## src/rtl/mem_arb_rr_if.sv

```systemverilog
// Bus bundles for the N-client burst memory arbiter.
//
// mem_arb_rr_client_if : the client-side bus, all clients packed side by side
//   (client i occupies slice i of every vector).
//   master = the clients (drive requests, address, data, burst length)
//   slave  = the arbiter (returns read data, per-client stall and read valid)
//
// mem_arb_rr_mm_if : the single Avalon-MM style memory-master port.
//   master = the arbiter (drives address, burst length, write data, rd/wr)
//   slave  = the memory controller (returns read data, stall, read valid)

interface mem_arb_rr_client_if #(
  parameter int NUM_CLIENTS    = 4,
  parameter int ADDR_WIDTH     = 32,
  parameter int DATA_WIDTH     = 32,
  parameter int BURSTLEN_WIDTH = 3
);
  logic [NUM_CLIENTS*ADDR_WIDTH-1:0]     c_addr;
  logic [NUM_CLIENTS*BURSTLEN_WIDTH-1:0] c_burst_len;
  logic [NUM_CLIENTS*DATA_WIDTH-1:0]     c_data_in;
  logic [NUM_CLIENTS-1:0]                c_wr;
  logic [NUM_CLIENTS-1:0]                c_rd;
  logic [NUM_CLIENTS*DATA_WIDTH-1:0]     c_data_out;
  logic [NUM_CLIENTS-1:0]                c_waitrequest;
  logic [NUM_CLIENTS-1:0]                c_rd_valid;

  modport master (
    output c_addr, c_burst_len, c_data_in, c_wr, c_rd,
    input  c_data_out, c_waitrequest, c_rd_valid
  );

  modport slave (
    input  c_addr, c_burst_len, c_data_in, c_wr, c_rd,
    output c_data_out, c_waitrequest, c_rd_valid
  );
endinterface

interface mem_arb_rr_mm_if #(
  parameter int ADDR_WIDTH     = 32,
  parameter int DATA_WIDTH     = 32,
  parameter int BURSTLEN_WIDTH = 3
);
  logic [ADDR_WIDTH-1:0]     mm_addr;
  logic [BURSTLEN_WIDTH-1:0] mm_burst_len;
  logic [DATA_WIDTH-1:0]     mm_data_out;
  logic                      mm_wr;
  logic                      mm_rd;
  logic [DATA_WIDTH-1:0]     mm_data_in;
  logic                      mm_waitrequest;
  logic                      mm_rd_valid;

  modport master (
    output mm_addr, mm_burst_len, mm_data_out, mm_wr, mm_rd,
    input  mm_data_in, mm_waitrequest, mm_rd_valid
  );

  modport slave (
    input  mm_addr, mm_burst_len, mm_data_out, mm_wr, mm_rd,
    output mm_data_in, mm_waitrequest, mm_rd_valid
  );
endinterface

```

## src/rtl/mem_arb_rr.sv

```systemverilog
// N-client arbiter sharing one burst-capable memory-master port.
//
// A winner is chosen in IDLE (round-robin from rr_ptr, or fixed priority with
// client 0 highest) and registered into grant; the grant is then held until the
// whole transaction (command + all read data beats, or all write beats) is done.
// Every return to IDLE costs one cycle before the next grant.
//
// Ports
//   clock    in  clock
//   reset_n  in  asynchronous, active-low reset
//   clients  client-side bus (slave modport): per-client rd/wr/addr/data/len in,
//            per-client waitrequest / rd_valid and broadcast read data out
//   mem      memory-side bus (master modport): one Avalon-MM style port

module mem_arb_rr #(
  parameter int NUM_CLIENTS    = 4,
  parameter int ADDR_WIDTH     = 32,
  parameter int DATA_WIDTH     = 32,
  parameter int BURSTLEN_WIDTH = 3,
  parameter int PRIO_MODE      = 0   // 0 = round-robin, 1 = fixed priority
) (
  input  logic               clock,
  input  logic               reset_n,
  mem_arb_rr_client_if.slave clients,
  mem_arb_rr_mm_if.master    mem
);

  localparam int IDX_W = $clog2(NUM_CLIENTS);

  typedef logic [IDX_W-1:0]          idx_t;
  typedef logic [BURSTLEN_WIDTH-1:0] len_t;
  typedef enum logic [1:0] {IDLE, CMD, WR_BURST, RD_DATA} state_t;

  state_t state, state_nxt;
  idx_t   grant, grant_nxt;
  idx_t   rr_ptr, rr_ptr_nxt;
  len_t   count, count_nxt;

  logic [NUM_CLIENTS-1:0] req;
  idx_t                   winner;

  logic [ADDR_WIDTH-1:0] g_addr;
  logic [DATA_WIDTH-1:0] g_data;
  len_t                  g_len;
  logic                  g_rd;
  logic                  g_wr;

  logic                   mm_rd_int;
  logic                   mm_wr_int;
  logic [NUM_CLIENTS-1:0] c_wait_int;
  logic [NUM_CLIENTS-1:0] c_rv_int;

  assign req = clients.c_rd | clients.c_wr;

  // Granted client's slice of every client vector.
  assign g_addr = clients.c_addr[int'(grant)*ADDR_WIDTH +: ADDR_WIDTH];
  assign g_data = clients.c_data_in[int'(grant)*DATA_WIDTH +: DATA_WIDTH];
  assign g_len  = clients.c_burst_len[int'(grant)*BURSTLEN_WIDTH +: BURSTLEN_WIDTH];
  assign g_rd   = clients.c_rd[grant];
  assign g_wr   = clients.c_wr[grant];

  // Winner selection. The loop runs from the lowest-priority candidate up, so the
  // last hit (highest priority) is the one left in winner.
  always_comb begin : p_winner
    int cand;
    winner = '0;
    cand   = 0;
    for (int k = NUM_CLIENTS - 1; k >= 0; k--) begin
      if (PRIO_MODE != 0) begin
        cand = k;
      end else begin
        cand = int'(rr_ptr) + k;
        if (cand >= NUM_CLIENTS) cand = cand - NUM_CLIENTS;
      end
      if (req[cand]) winner = idx_t'(cand);
    end
  end

  // State register.
  // NOTE: sequential state uses non-blocking assignments so every register
  // samples the pre-edge values, independent of statement order.
  always_ff @(posedge clock or negedge reset_n) begin
    if (!reset_n) begin
      state  <= IDLE;
      grant  <= '0;
      rr_ptr <= '0;
      count  <= '0;
    end else begin
      state  <= state_nxt;
      grant  <= grant_nxt;
      rr_ptr <= rr_ptr_nxt;
      count  <= count_nxt;
    end
  end

  // Next-state logic.
  // NOTE: every variable gets a hold/default value first so no path through the
  // case leaves it unassigned, which would otherwise infer a latch.
  always_comb begin
    state_nxt  = state;
    grant_nxt  = grant;
    rr_ptr_nxt = rr_ptr;
    count_nxt  = count;
    case (state)
      IDLE: begin
        if (|req) begin
          grant_nxt = winner;
          state_nxt = CMD;
          if (PRIO_MODE == 0) begin
            rr_ptr_nxt = (int'(winner) == NUM_CLIENTS - 1) ? '0 : idx_t'(winner + 1'b1);
          end
        end
      end
      CMD: begin
        if (mm_rd_int && !mem.mm_waitrequest) begin
          count_nxt = g_len;
          state_nxt = RD_DATA;
        end else if (mm_wr_int && !mem.mm_waitrequest) begin
          if (g_len == '0) begin
            state_nxt = IDLE;
          end else begin
            count_nxt = len_t'(g_len - 1'b1);
            state_nxt = WR_BURST;
          end
        end else if (!req[grant]) begin
          // Granted client withdrew before being accepted: release the port
          // rather than waiting forever.
          state_nxt = IDLE;
        end
      end
      WR_BURST: begin
        if (mm_wr_int && !mem.mm_waitrequest) begin
          if (count == '0) state_nxt = IDLE;
          else             count_nxt = len_t'(count - 1'b1);
        end
      end
      RD_DATA: begin
        if (mem.mm_rd_valid) begin
          if (count == '0) state_nxt = IDLE;
          else             count_nxt = len_t'(count - 1'b1);
        end
      end
      default: state_nxt = IDLE;
    endcase
  end

  // Output logic.
  always_comb begin
    mm_rd_int  = 1'b0;
    mm_wr_int  = 1'b0;
    c_wait_int = '1;
    c_rv_int   = '0;
    case (state)
      CMD: begin
        // Read wins when a client raises both; the write is held off.
        mm_rd_int         = g_rd;
        mm_wr_int         = g_wr & ~g_rd;
        c_wait_int[grant] = mem.mm_waitrequest;
      end
      WR_BURST: begin
        // Only write beats belong to an open write burst; a read here would
        // never be tracked, so it is not forwarded.
        mm_wr_int         = g_wr;
        c_wait_int[grant] = mem.mm_waitrequest;
      end
      RD_DATA: begin
        c_rv_int[grant] = mem.mm_rd_valid;
      end
      default: ;
    endcase
  end

  assign mem.mm_addr      = g_addr;
  assign mem.mm_burst_len = g_len;
  assign mem.mm_data_out  = g_data;
  assign mem.mm_rd        = mm_rd_int;
  assign mem.mm_wr        = mm_wr_int;

  assign clients.c_data_out    = {NUM_CLIENTS{mem.mm_data_in}};
  assign clients.c_waitrequest = c_wait_int;
  assign clients.c_rd_valid    = c_rv_int;

endmodule

```

## src/flat_wrapper.sv

```systemverilog
// flat-port wrapper written by rule: the top's interface ports become plain ports
module mem_arb_rr_flat 
#(
  parameter int NUM_CLIENTS    = 4,
  parameter int ADDR_WIDTH     = 32,
  parameter int DATA_WIDTH     = 32,
  parameter int BURSTLEN_WIDTH = 3,
  parameter int PRIO_MODE      = 0                                         
)
  (clock, reset_n, clients_c_addr, clients_c_burst_len, clients_c_data_in, clients_c_wr, clients_c_rd, clients_c_data_out, clients_c_waitrequest, clients_c_rd_valid, mem_mm_addr, mem_mm_burst_len, mem_mm_data_out, mem_mm_wr, mem_mm_rd, mem_mm_data_in, mem_mm_waitrequest, mem_mm_rd_valid);
  mem_arb_rr_client_if #(.NUM_CLIENTS(NUM_CLIENTS), .ADDR_WIDTH(ADDR_WIDTH), .DATA_WIDTH(DATA_WIDTH), .BURSTLEN_WIDTH(BURSTLEN_WIDTH)) clients_i ();
  mem_arb_rr_mm_if #(.ADDR_WIDTH(ADDR_WIDTH), .DATA_WIDTH(DATA_WIDTH), .BURSTLEN_WIDTH(BURSTLEN_WIDTH)) mem_i ();
  input  logic clock;
  input  logic reset_n;
  input wire logic [$bits(clients_i.c_addr)-1:0] clients_c_addr;
  input wire logic [$bits(clients_i.c_burst_len)-1:0] clients_c_burst_len;
  input wire logic [$bits(clients_i.c_data_in)-1:0] clients_c_data_in;
  input wire logic [$bits(clients_i.c_wr)-1:0] clients_c_wr;
  input wire logic [$bits(clients_i.c_rd)-1:0] clients_c_rd;
  output wire logic [$bits(clients_i.c_data_out)-1:0] clients_c_data_out;
  output wire logic [$bits(clients_i.c_waitrequest)-1:0] clients_c_waitrequest;
  output wire logic [$bits(clients_i.c_rd_valid)-1:0] clients_c_rd_valid;
  output wire logic [$bits(mem_i.mm_addr)-1:0] mem_mm_addr;
  output wire logic [$bits(mem_i.mm_burst_len)-1:0] mem_mm_burst_len;
  output wire logic [$bits(mem_i.mm_data_out)-1:0] mem_mm_data_out;
  output wire logic [$bits(mem_i.mm_wr)-1:0] mem_mm_wr;
  output wire logic [$bits(mem_i.mm_rd)-1:0] mem_mm_rd;
  input wire logic [$bits(mem_i.mm_data_in)-1:0] mem_mm_data_in;
  input wire logic [$bits(mem_i.mm_waitrequest)-1:0] mem_mm_waitrequest;
  input wire logic [$bits(mem_i.mm_rd_valid)-1:0] mem_mm_rd_valid;
  assign clients_i.c_addr = clients_c_addr;
  assign clients_i.c_burst_len = clients_c_burst_len;
  assign clients_i.c_data_in = clients_c_data_in;
  assign clients_i.c_wr = clients_c_wr;
  assign clients_i.c_rd = clients_c_rd;
  assign clients_c_data_out = clients_i.c_data_out;
  assign clients_c_waitrequest = clients_i.c_waitrequest;
  assign clients_c_rd_valid = clients_i.c_rd_valid;
  assign mem_mm_addr = mem_i.mm_addr;
  assign mem_mm_burst_len = mem_i.mm_burst_len;
  assign mem_mm_data_out = mem_i.mm_data_out;
  assign mem_mm_wr = mem_i.mm_wr;
  assign mem_mm_rd = mem_i.mm_rd;
  assign mem_i.mm_data_in = mem_mm_data_in;
  assign mem_i.mm_waitrequest = mem_mm_waitrequest;
  assign mem_i.mm_rd_valid = mem_mm_rd_valid;
  mem_arb_rr #(.NUM_CLIENTS(NUM_CLIENTS), .ADDR_WIDTH(ADDR_WIDTH), .DATA_WIDTH(DATA_WIDTH), .BURSTLEN_WIDTH(BURSTLEN_WIDTH), .PRIO_MODE(PRIO_MODE)) u_core (.clock(clock), .reset_n(reset_n), .clients(clients_i), .mem(mem_i));
endmodule
```

## config.mk

```make
export PLATFORM = sky130hd
export DESIGN_NAME = mem_arb_rr_flat
export DESIGN_NICKNAME = d
export VERILOG_FILES = /design/src/rtl/mem_arb_rr_if.sv /design/src/rtl/mem_arb_rr.sv /design/src/flat_wrapper.sv
export SDC_FILE = /design/constraint.sdc
export NUM_CORES = 1
export LEC_CHECK = 0
export BUFFER_PORTS_ARGS = -buffer_cell sky130_fd_sc_hd__buf_2
export CORE_AREA = 2 2 201 203
export CTS_CLUSTER_DIAMETER = 120
export DETAILED_ROUTE_END_ITERATION = 6
export DIE_AREA = 0 0 203 205
export SETUP_SLACK_MARGIN = 0.1
export SLEW_MARGIN = 20
export SYNTH_ARGS = -nofsm -noshare
export SYNTH_HDL_FRONTEND = slang
export SYNTH_SLANG_ARGS = --single-unit
```

## constraint.sdc

```tcl
create_clock -name clock -period 3.49 [get_ports clock]
set_input_delay 0.349 -clock clock [delete_from_list [all_inputs] [get_ports clock]]
set_output_delay 0.349 -clock clock [all_outputs]
set_load 0.05 [all_outputs]
```

======== After elaboration in Yosys (flattened, before gate mapping) ========
Index checks and enable logic that the tools add are counted.
Widths: inputs -> output; s select.
cells by class
  $lt $le $gt $ge ......................... 10
  bitwise gates (word level) .............. 6
  eq/ne operators ......................... 10
  reductions and logical operators ........ 13
  $mul .................................... 1
  shifts and indexed selects .............. 3
  $add $sub $neg .......................... 10
  divide/modulo/power cells ............... 0
  multiplexer cells ....................... 49
operators by type and width
  operator               count
  $shiftx 128x8->32      2
  $lt 32x4->1 const B    4
  $mux 32                4
  $ge 32x4->1 const B    3
  $sub 32x4->32 const B  3
  $shiftx 12x32->3       1
  $mux 2                 13
  $mux 3                 6
  $bmux 1 s2             7
  $mux 1                 13
  $pmux 3 s3             1
  $mux 4                 2
  $or 4x4->4             2
  $pmux 2 s4             1
  $add 2x2->3 const B    2
  $logic_not 3->1        2
  $sub 3x1->3 const B    2
  $reduce_and 5->1       1
  $and 4x4->4            1
  $eq 2x1->1 const B     2
  $eq 2x2->1 const B     2
  $mul 2x2->4 const B    1
  $ne 2x1->1 const B     2
  $ne 4x2->1 const B     1
  other kinds (22)       24
word-level totals
  input port bits ......................... 312
  flip-flop bits (word level) ............. 9
  output and inout bits ................... 205
  bits in read-only memories .............. 0
  memories ................................ 0
  bits in writable memories ............... 0
  bits in latches ......................... 0

======== Logic depth before layout (Yosys ltp) ========
Gate-level depths: netlist (run 1).
  depth in word-level cells ............... 12
  depth in mapped cells ................... 10
  gate-level depth less buffers ........... 8

======== Worst setup path before layout (run 1) ========
No wires, ideal clock.
  path kind ............................... register to output
  start point ............................. reg u_core.grant[1]
  end point ............................... out clients_c_rd_valid[0]
  setup slack ............................. 1,038 ps
  cell stages (with the launch flop) ...... 6
  arrival ................................. 2,103 ps
  data required time ...................... 3,141 ps
  cells stage by stage .................... dfrtp_1 buf_6 buf_2 buf_2 buf_2 nor3_1
on the way
  cells in the longest elaborated chain, start to end .. 6
  elaborated cells between the ends (all ways) .. 7
  classes of those cells .................. 2 x order compare; 3 x mux; 1 x bitwise; 1 x reduce/logical
ends and longest elaborated chain
  item                                                                   line                text
  from (decl)                                                            mem_arb_rr.sv:35    idx_t grant, grant_nxt;
  from (signal assigned)                                                 mem_arb_rr.sv:90    grant <= grant_nxt;
  $lt 2x3->1 (not written as such) / $ge 2x1->1 (equally long branches)  mem_arb_rr.sv:167   c_rv_int[grant] = mem.mm_rd_valid;
  $logic_and 1x1->1 (not written as such)                                mem_arb_rr.sv:167
  $mux 1 (not written as such)                                           mem_arb_rr.sv:167
  $demux 1 s2 (*)                                                        n/a
  $and 4x4->4 (no line) (*)                                              n/a
  $mux 4 (*)                                                             mem_arb_rr.sv:153   case (state)
  to (decl)                                                              flat_wrapper.sv:22  output wire logic [$bits(clients_i.c_rd_valid)-1:0] clients_c_rd_valid;
Mark *: on every way between the ends. The rest lies on a longest branch, timed or not.

======== Worst setup path after layout (run 1) ========
  start point ............................. reg u_core.grant[1]
  end point ............................... out mem_mm_wr
on the way
  cells in the longest elaborated chain, start to end .. 5
  elaborated cells between the ends (all ways) .. 7
  classes of those cells .................. 5 x mux; 2 x bitwise
ends and longest elaborated chain
  item                          line                text
  $bmux 1 s2                    mem_arb_rr.sv:59    assign g_rd = clients.c_rd[grant];
  $mux 1 (not written as such)  mem_arb_rr.sv:59
  $not 1->1                     mem_arb_rr.sv:157   mm_wr_int = g_wr & ~g_rd;
  $and 1x1->1                   mem_arb_rr.sv:157
  $pmux 1 s2 (*)                mem_arb_rr.sv:153
  to (decl)                     flat_wrapper.sv:26  output wire logic [$bits(mem_i.mm_wr)-1:0] mem_mm_wr;
Mark *: on every way between the ends. The rest lies on a longest branch, timed or not. The select of a mux whose other input is x is not followed.

==> reports/metrics.yaml, run 1 <==
timing:
  grt_setup_unrepaired: "false"
  fin_crit_ps: 2600
  timing.final.ws_setup_ps: 891
  fin_skew_ps: 3.63
  hold_viol: 0
  relSlewSlack: 0.640
  finalCritPeriodShare: 0.745
  tightest_slew_ps: 540
  hold_ws_ps: 510
  drv_slew: 0
  setup_violations: 0
  clock.fmax_ghz: 0.385
  finalSetupTns_ps: 0
global_route:
  overflow: 0
  grtUsageTotal: 0.0894
  antenna_found_initial: 12
  grt_max_degree: 62
  grt_pass1_vias: 3852
  grt_pass1_wl_um: 26600
critical_path:
  end_kind: "primary output"
  critical_path_arrival_ps: 2250
  reg2reg_depth: 8
  crit_chain: "mux4_2 -> nor2b_2 -> o21a_1 -> buf_2"
  crit_required_ps: 3140
  cp_max_fo: 35
  startpoint_type: "flip-flop"
  cp_slowest_cell: "dfrtp_4"
  cp_slowest_stage_delay_ps: 760
  path_class: "reg -> out"
placement:
  dpl.hpwl_um: 18300
  port_buffers: 356
  place_inst: 1075
  place.gp.congestion: 0.827
  postPlaceCellArea_um2: 5020
  pre_cts_ws_ps: 1120
cts:
  cts_buffer_depth: 2
  cts_buffers: 3
  root_buffer: "clkbuf_16"
  cts_tree: "built"
  clkTransAtPathRegs_ps: 40
  insertion_delay_ps: 240
  cts-resized-gates: 0
  cts_max_level: 1
  cts_setup_buffers: 0
  cts.sinks: 9
drt:
  drtPass1Iterations: 4
  ant_nets: 0
  drc_errors: 0
  viasPerCell: 3.47
  drt-initial-drc-count: 233
  routed_wl_um: 20400
  via_count: 3763
  wl_per_cell_um: 18.8
floorplanning:
  core.rowCount: 73
  boundaryPins: 517
  die-area_um2: 41600
  core_um2: 39400
  initial_core_util: 0.0914
  dieHeight_um: 205
  fp.dieW_um: 203
power:
  p_sw_mw: 3.03
  comb_power_share: 0.887
  seq_power_share: 0.070
  p_clk_frac: 0.043
  swShare: 0.638
  power_density_nw_per_um2: 926
  max-vdd-ir-drop_mv: 0.379
  p_total_mw: 4.74
  p_int_mw: 1.72
  p_leak_nw: 2.32
final_layout:
  finalNonFillerCells: 1084
  synthToLayoutAreaGrowth_pct: 42.3
  fin_area_um2: 5120
  drive_above_1_share: 0.800
  final_nets: 876
  finalCoreUtilization: 0.130
synth:
  async_flop_share: 1.00
  syn_area_um2: 3600
  syn_inst: 338
  synth_edf_count: 0
  yosysSeqAreaShare: 0.0626
  syn_nets: 658
  ys_types: 53
  syn_avg_cell_area_um2: 10.6
  synth-seq-cells: 9
  ys.flop_type: "dfrtp_1"
  synth-warning-count: 0
worst_hold_path:
  min_path_cells: 3
  hp-class: "in -> reg"
outcome:
  status: "completed"
run:
  cap_violations: 0
registers in the layout (all words and copies together), names as in the netlist:
signal	cells
u_core.count	3
u_core.grant	2
u_core.rr_ptr	2
u_core.state	2
cells by family after synthesis:
logic type	count (synthesis)	share of synthesized area
buffers and inverters	156	0.306
muxes	75	0.446
and+or+nand+nor	48	0.0696
AOI/OAI and AO/OA	41	0.0856
DFF	9	0.0626
adders and majority gates	8	0.0278
xor gates and xnor gates	1	0.00244
what timing repair did:
item,4_1_cts,5_1_grt
hold endpoints to repair,9,0
hold buffers,1,0
endpoints found under the setup margin,0,0
critical path, delay by kind of cell (launching register included):
kind	cells	cell delay [ps]
AND/OR/NAND/NOR	1	160
flip-flops	1	760
multiplexers	1	710
AO/OA/AOI/OAI	1	130
buffers and inverters	1	260
cells in the final DEF (no fill, tap or decap), types with 2 or more instances in the layout:
cell type / instances
nand3_1: 3
nand2_1: 11
o21ai_0: 8
mux2_2: 2
dfrtp_4: 2
nor3_1: 5
o21ai_1: 5
a21oi_1: 6
nor2_1: 9
ha_1: 8
or2_2: 3
buf_12: 2
mux2i_1: 4
buf_2: 356
nor2b_1: 2
clkbuf_16: 3
a221o_1: 2
inv_1: 9
nand2b_1: 5
dfrtp_1: 7
mux4_2: 68
diode_2: 4
o21a_1: 2
worst paths after layout:
kind	start	end	slack, ps
min reg2reg	u_core.count[1]	u_core.count[1]	560
max reg2reg	u_core.grant[1]	u_core.state[1]	1120
min	mem_mm_waitrequest	u_core.count[0]	510
min in group asynchronous	reset_n	u_core.state[1]	530
max	u_core.grant[1]	mem_mm_wr	890
max in group asynchronous	reset_n	u_core.grant[1]	2720
power by group through the flow:
stage / sequential (mW) / clock, mW / combinational (mW)
after CTS: 0.336 / 0.212 / 4.24
after floorplan: 0.200 / 0 / 3.72
after detailed placement: 0.337 / 0 / 4.22
after global routing: 0.351 / 0.219 / 4.40
after global placement: 0.329 / 0 / 4.21
final: 0.331 / 0.205 / 4.20
cell usage after synthesis (2+ instances only):
master    instances  area share
nand2b_1          5      0.0087
buf_4           130        0.27
nand3_1           3      0.0042
o21a_1            2      0.0042
mux2_2            2      0.0063
a21oi_1           6      0.0083
nor2b_1           2      0.0035
nor2_1            9      0.0094
or2_2             3      0.0052
o21ai_1           5      0.0070
mux2i_1           4       0.011
mux4_2           68        0.43
dfrtp_1           9       0.063
clkbuf_1          5      0.0052
o21ai_0           8       0.011
inv_1             9      0.0094
buf_6             2      0.0063
nand2_1          11       0.011
buf_2             9       0.013
nor3_1            5      0.0070
ha_1              8       0.028
a221o_1           2      0.0056
layer usage:
metal	wire (um)	vias to the layer above	GRT usage	share of wire
met3	2340	27	0.0402	0.11
met2	9360	305	0.143	0.46
li1	-	1595	-	-
met4	323	10	0.0190	0.016
met5	64	-	0	0.0031
met1	8310	1826	0.110	0.41
final cells by class:
type / count / area, um2
fillers: 4446 / 34200
multi-input cells: 173 / 2270
repair buffers: 359 / 1830
well taps: 525 / 657
flip-flops and latches: 9 / 233
clock buffers: 4 / 78.8
inverters: 10 / 37.5
diodes: 4 / 10.0
Note: power is estimated with default switching activity, not from simulation.
==> run 2, diff against run 1 <==
CORE_AREA = 2 2 204 206   (was 2 2 201 203)
DIE_AREA = 0 0 206 208   (was 0 0 203 205)
clock period = 2.7 ns   (was 3.49 ns; I/O delays follow)
==> run 2 against run 1 <==
Design area up 0.37%. Worst hold slack worse by 72 ps. Total power up 32%. Cell count up 0.92%. Flip-flop and latch count unchanged.
==> reports/metrics.yaml, run 2 (same netlist as run 1, synthesis figures left out) <==
critical_path:
  cp_max_fo: 15  # was 35
  crit_required_ps: 2430  # was 3140 ps
  end_kind: "primary output"  # unchanged
  path_class: "reg -> out"  # unchanged
  critical_path_arrival_ps: 2080  # was 2250 ps
  startpoint_type: "flip-flop"  # unchanged
power:
  p_leak_nw: 2.33  # was 2.32 nW
  p_clk_frac: 0.043  # about the same
  power_density_nw_per_um2: 1220  # was 926 nW/um2
  seq_power_share: 0.051  # was 0.070
  p_total_mw: 6.24  # was 4.74 mW
  p_sw_mw: 4.02  # was 3.03 mW
  comb_power_share: 0.906  # was 0.887
  p_int_mw: 2.23  # was 1.72 mW
  max-vdd-ir-drop_mv: 0.383  # was 0.379 mV
  swShare: 0.643  # was 0.638
final_layout:
  largest_reg_flops: 3  # unchanged
  regMostFlops: "u_core.count"  # unchanged
  fill_cells: 4612  # was 4,446
  mostFrequentLayoutCells: "buf_2 (356), mux4_2 (68), nand2_1 (11)"  # unchanged
  synthToLayoutAreaGrowth_pct: 42.9  # was 42.3%
  drive_above_1_share: 0.801  # was 0.800
  final_common_cell: "buf_2"  # unchanged
  finalNonFillerCells: 1094  # was 1,084
  final_nets: 879  # was 876
placement:
  pre_cts_ws_ps: 517  # was 1120 ps
  place.gp.congestion: 0.817  # was 0.827
  dpl.hpwl_um: 19600  # was 18,300 um
  port_buffers: 356  # unchanged
  place_inst: 1085  # was 1,075
timing:
  relSlewSlack: 0.660  # was 0.640
  grt_setup_unrepaired: "false"  # unchanged
  drv_slew: 0  # unchanged
  hold_viol: 0  # unchanged
  tightest_slew_ps: 510  # was 540 ps
  timing.final.ws_setup_ps: 346  # was 891 ps
  hold_ws_ps: 437  # was 510 ps
  finalSetupTns_ps: 0  # unchanged
  clock.fmax_ghz: 0.425
  finalCritPeriodShare: 0.872
  fin_crit_ps: 2350
  fin_skew_ps: 2.38  # was 3.63 ps
  setup_violations: 0  # unchanged
global_route:
  antenna_found_initial: 17  # was 12
  grtUsageTotal: 0.0942  # was 0.0894
  grt_pass1_wl_um: 28300  # was 26,600 um
  overflow: 0  # unchanged
  grt_pass1_vias: 3954  # was 3,852
  grt_max_degree: 60  # was 62
cts:
  cts_buffer_depth: 2  # unchanged
  root_buffer: "clkbuf_16"  # unchanged
  cts-resized-gates: 0  # unchanged
  cts_tree: "built"  # unchanged
  insertion_delay_ps: 240  # about the same
  cts_max_level: 1  # unchanged
  clkTransAtPathRegs_ps: 40  # about the same
  cts_buffers: 3  # unchanged
  cts.sinks: 9  # unchanged
worst_hold_path:
  hp-class: "in -> reg"  # unchanged
drt:
  ant_nets: 0  # unchanged
  drc_errors: 0  # unchanged
  routed_wl_um: 22000  # was 20,400 um
  via_count: 3802  # was 3,763
  viasPerCell: 3.48  # was 3.47
  drtPass1Iterations: 4  # unchanged
  drt-initial-drc-count: 353  # was 233
  wl_per_cell_um: 20.1  # was 18.8 um
floorplanning:
  core_um2: 40600  # was 39,400 um2
  boundaryPins: 517  # unchanged
  initial_core_util: 0.0887  # was 0.0914
  fp.dieW_um: 206  # was 203 um
  die-area_um2: 42800  # was 41,600 um2
  dieHeight_um: 208  # was 205 um
  core.rowCount: 74  # was 73
outcome:
  status: "completed"  # unchanged
run:
  cap_violations: 0  # unchanged
-- run 2: worst paths after layout --
kind,startpoint,to,slack (ps),cells past startpoint
setup / recovery,u_core.grant[0],mem_mm_wr,350,5
hold / removal,mem_mm_waitrequest,u_core.count[0],440,3
setup reg to reg,u_core.state[1],u_core.state[1],460,7
hold reg to reg,u_core.count[0],u_core.count[0],560,1
max in group asynchronous,reset_n,u_core.grant[0],2010,2
min in group asynchronous,reset_n,u_core.count[1],460,2
-- run 2: final cells by class --
type	instances	area (um2)	share of cell area
multi-input combinational	173	2270	0.442
tap	532	666	0.130
timing repair buffer	362	1840	0.358
clock buffer	4	78.8	0.0153
antenna	4	10.0	0.00195
sequential	9	233	0.0453
inverter	10	37.5	0.00730
-- run 2: metrics by stage --
step / util / area [um2]
floorplan: - / 3600
global placement: 0.124 / 5040
CTS: 0.126 / 5130
finish: 0.127 / 5140
detailed placement: 0.124 / 5040
global route: 0.127 / 5130
-- run 2: what timing repair did --
action | in CTS | in global routing
hold buffers | 1 | 0
endpoints found under the hold margin | 9 | 0
buffers inserted | 0 | 0
-- run 2: power by group through the flow --
stage          Clock [mW]  Sequential [mW]  Combinational [mW]
2_1_floorplan           0            0.259                4.80
3_3_place_gp            0            0.306                5.67
3_5_place_dp            0            0.311                5.71
4_1_cts             0.271            0.310                5.75
5_1_grt             0.282            0.327                5.94
6_report            0.271            0.315                5.66
-- run 2: layer usage --
metal | vias up | GRT usage | wire [um]
met3 | 46 | 0.0445 | 3150
met4 | 8 | 0.0232 | 508
met1 | 1789 | 0.0927 | 7040
met2 | 359 | 0.176 | 11300
met5 | - | 0 | 57
li1 | 1600 | - | -
-- run 2: critical path, cell delays in order (launching register included) --
cell     delay, ps
dfrtp_4        460
buf_4          300
mux4_2         480
nor2b_2        170
o21a_1         160
buf_2          270
==> run 3, diff against run 2 <==
BUFFER_PORTS_ARGS = -buffer_cell sky130_fd_sc_hd__clkbuf_2   (was -buffer_cell sky130_fd_sc_hd__buf_2)
==> run 3 against run 2 <==
Clock-buffer cell count unchanged. Register-to-register slack about the same. Core utilization barely moved. Via count fell by 2.4%. Critical path type unchanged. Largest power group unchanged.
==> reports/metrics.yaml, run 3 (same netlist as run 1, synthesis figures left out) <==
worst_hold_path:
  hp-class: "in -> reg"  # unchanged
power:
  max-vdd-ir-drop_mv: 0.424  # was 0.383 mV
  p_leak_nw: 2.41  # was 2.33 nW
  power_density_nw_per_um2: 1210  # was 1220 nW/um2
  p_total_mw: 6.21  # was 6.24 mW
final_layout:
  mostFrequentLayoutCells: "clkbuf_2 (356), mux4_2 (68), nand2_1 (11)"  # was buf_2 (356), mux4_2 (68), nand2_1 (11)
  final_common_cell: "clkbuf_2"  # was buf_2
  largest_reg_flops: 3  # unchanged
  drive_above_1_share: 0.801  # about the same
  synthToLayoutAreaGrowth_pct: 42.9  # about the same
  seq_area_um2: 233  # unchanged
  regMostFlops: "u_core.count"  # unchanged
  finalNonFillerCells: 1092  # was 1,094
  final_nets: 878  # was 879
  fill_cells: 4627  # was 4,612
  multi_input_area_um2: 2270  # unchanged
drt:
  via_count: 3710  # was 3,802
  viasPerCell: 3.40  # was 3.48
  routed_wl_um: 21400  # was 22,000 um
  ant_nets: 0  # unchanged
  drt-initial-drc-count: 308  # was 353
  wl_per_cell_um: 19.6  # was 20.1 um
  drc_errors: 0  # unchanged
  drtPass1Iterations: 5  # was 4
timing:
  grt_setup_unrepaired: "false"  # unchanged
  setup_violations: 0  # unchanged
  tightest_slew_ps: 569  # was 510 ps
  fin_crit_ps: 2400  # was 2350 ps
  clock.fmax_ghz: 0.417  # was 0.425 GHz
  fin_skew_ps: 2.13  # was 2.38 ps
  finalSetupTns_ps: 0  # unchanged
  finalCritPeriodShare: 0.888  # was 0.872
  hold_viol: 0  # unchanged
  relSlewSlack: 0.617  # was 0.660
  drv_slew: 0  # unchanged
floorplanning:
  dieHeight_um: 208  # unchanged
  initial_core_util: 0.0887  # unchanged
  core.rowCount: 74  # unchanged
  boundaryPins: 517  # unchanged
  core_um2: 40600  # unchanged
  fp.dieW_um: 206  # unchanged
  die-area_um2: 42800  # unchanged
cts:
  root_buffer: "clkbuf_16"  # unchanged
  cts-resized-gates: 0  # unchanged
  cts_max_level: 1  # unchanged
  clkTransAtPathRegs_ps: 40  # about the same
  cts_setup_buffers: 0  # unchanged
  cts.sinks: 9  # unchanged
  cts_buffers: 3  # unchanged
  cts_buffer_depth: 2  # unchanged
  insertion_delay_ps: 240  # about the same
  cts_tree: "built"  # unchanged
placement:
  place.gp.congestion: 0.856  # was 0.817
  port_buffers: 356  # unchanged
  dpl.hpwl_um: 19700  # was 19,600 um
  place_inst: 1084  # was 1,085
critical_path:
  cp_slowest_stage_delay_ps: 500  # was 480 ps
  r2r-start: "u_core.grant[0]"  # was u_core.state[1]
  crit_end: "mem_mm_wr"  # unchanged
  crit_chain: "buf_4 -> mux4_2 -> nor2b_2 -> o21a_1 -> clkbuf_2"  # was buf_4 -> mux4_2 -> nor2b_2 -> o21a_1 -> buf_2
  path_class: "reg -> out"  # unchanged
  critical_path_arrival_ps: 2130  # was 2080 ps
  cp_top_family: "buffers and inverters"  # unchanged
  crit_buf_inv: 2  # unchanged
  cp_slowest_cell: "mux4_2"  # unchanged
  regToRegSetupSlack_ps: 460  # about the same
  crit_required_ps: 2430  # about the same
  timing.critical_path.from: "u_core.grant[0]"  # unchanged
  reg2reg_to: "u_core.state[1]"  # unchanged
  startpoint_type: "flip-flop"  # unchanged
  end_kind: "primary output"  # unchanged
  reg2reg_depth: 8  # was 7
  cp_num_cells: 5  # unchanged
  cp_max_fo: 21  # was 15
global_route:
  antenna_found_initial: 6  # was 17
  grtUsageMet1: 0.0948  # was 0.0927
  grt.met3_usage: 0.0370  # was 0.0445
  grt_pass1_wl_um: 28200  # was 28,300 um
  gr-usage-met2: 0.173  # was 0.176
  overflow: 0  # unchanged
  grt_pass1_vias: 3928  # was 3,954
  grtUsageTotal: 0.0929  # was 0.0942
  grt_max_degree: 53  # was 60
  grt_busiest_layer: "met2"  # unchanged
run:
  cap_violations: 0  # unchanged
outcome:
  status: "completed"  # unchanged
## run 3: changes by cell type in the layout (fill, tap and decap cells not counted)
cell	change
buf_2	-356
clkbuf_2	+356
buf_4	-2
buf_12	+1
diode_2	-1
## run 3: layout make-up
cell class | count | area share
antenna | 3 | 0.00146
clock buffer | 4 | 0.0153
inverter | 10 | 0.00730
multi-input combinational | 173 | 0.442
sequential | 9 | 0.0453
tap | 532 | 0.129
timing repair buffer | 361 | 0.359
## run 3: report_power, final
part	internal (mW)	switching, mW	total (mW)
sequential	0.216	0.0995	0.316
clock	0.198	0.0737	0.272
combinational	1.81	3.81	5.62
total	2.22	3.98	6.21
## run 3: timing repair
action,4_1_cts,5_1_grt
setup endpoints to repair,0,0
hold endpoints to repair,9,0
hold buffers,1,0
## run 3: worst min path at each step
| stage | from | to | depth (start not counted) |
|---|---|---|---|
| floorplan | reset_n | u_core.count[0] | 0 |
| finish | mem_mm_waitrequest | u_core.count[0] | 3 |
| global placement | reset_n | u_core.rr_ptr[0] | 1 |
| detailed placement | reset_n | u_core.rr_ptr[0] | 1 |
| global route | reset_n | u_core.count[1] | 2 |
| CTS | mem_mm_waitrequest | u_core.count[0] | 3 |
## run 3: worst reg2reg max path, cell delays in order, from the launching register on
cell and delay, ps:
dfrtp_4 470, mux4_2 550, inv_1 100, ha_1 180
nand2_1 60, o22a_1 220, a21oi_1 230, inv_1 70
a32o_1 250
## run 3: through the flow
step                      setup WS (ps)  utilization  instance area [um2]  hold WS (ps)
after floorplan                     327            -                 3600         -25.6
after global placement              499        0.124                 5040           155
after detailed placement            466        0.124                 5040           159
after CTS                           256        0.127                 5130           450
after global routing                132        0.127                 5140           488
final                               302        0.127                 5140           452
## run 3: routing by layer
layer  share of wire  up-vias  wire [um]
li1                -     1603          -
met1            0.34     1764       7320
met2            0.52      303      11100
met3            0.12       34       2490
met4           0.021        6        459
met5          0.0019        -         40
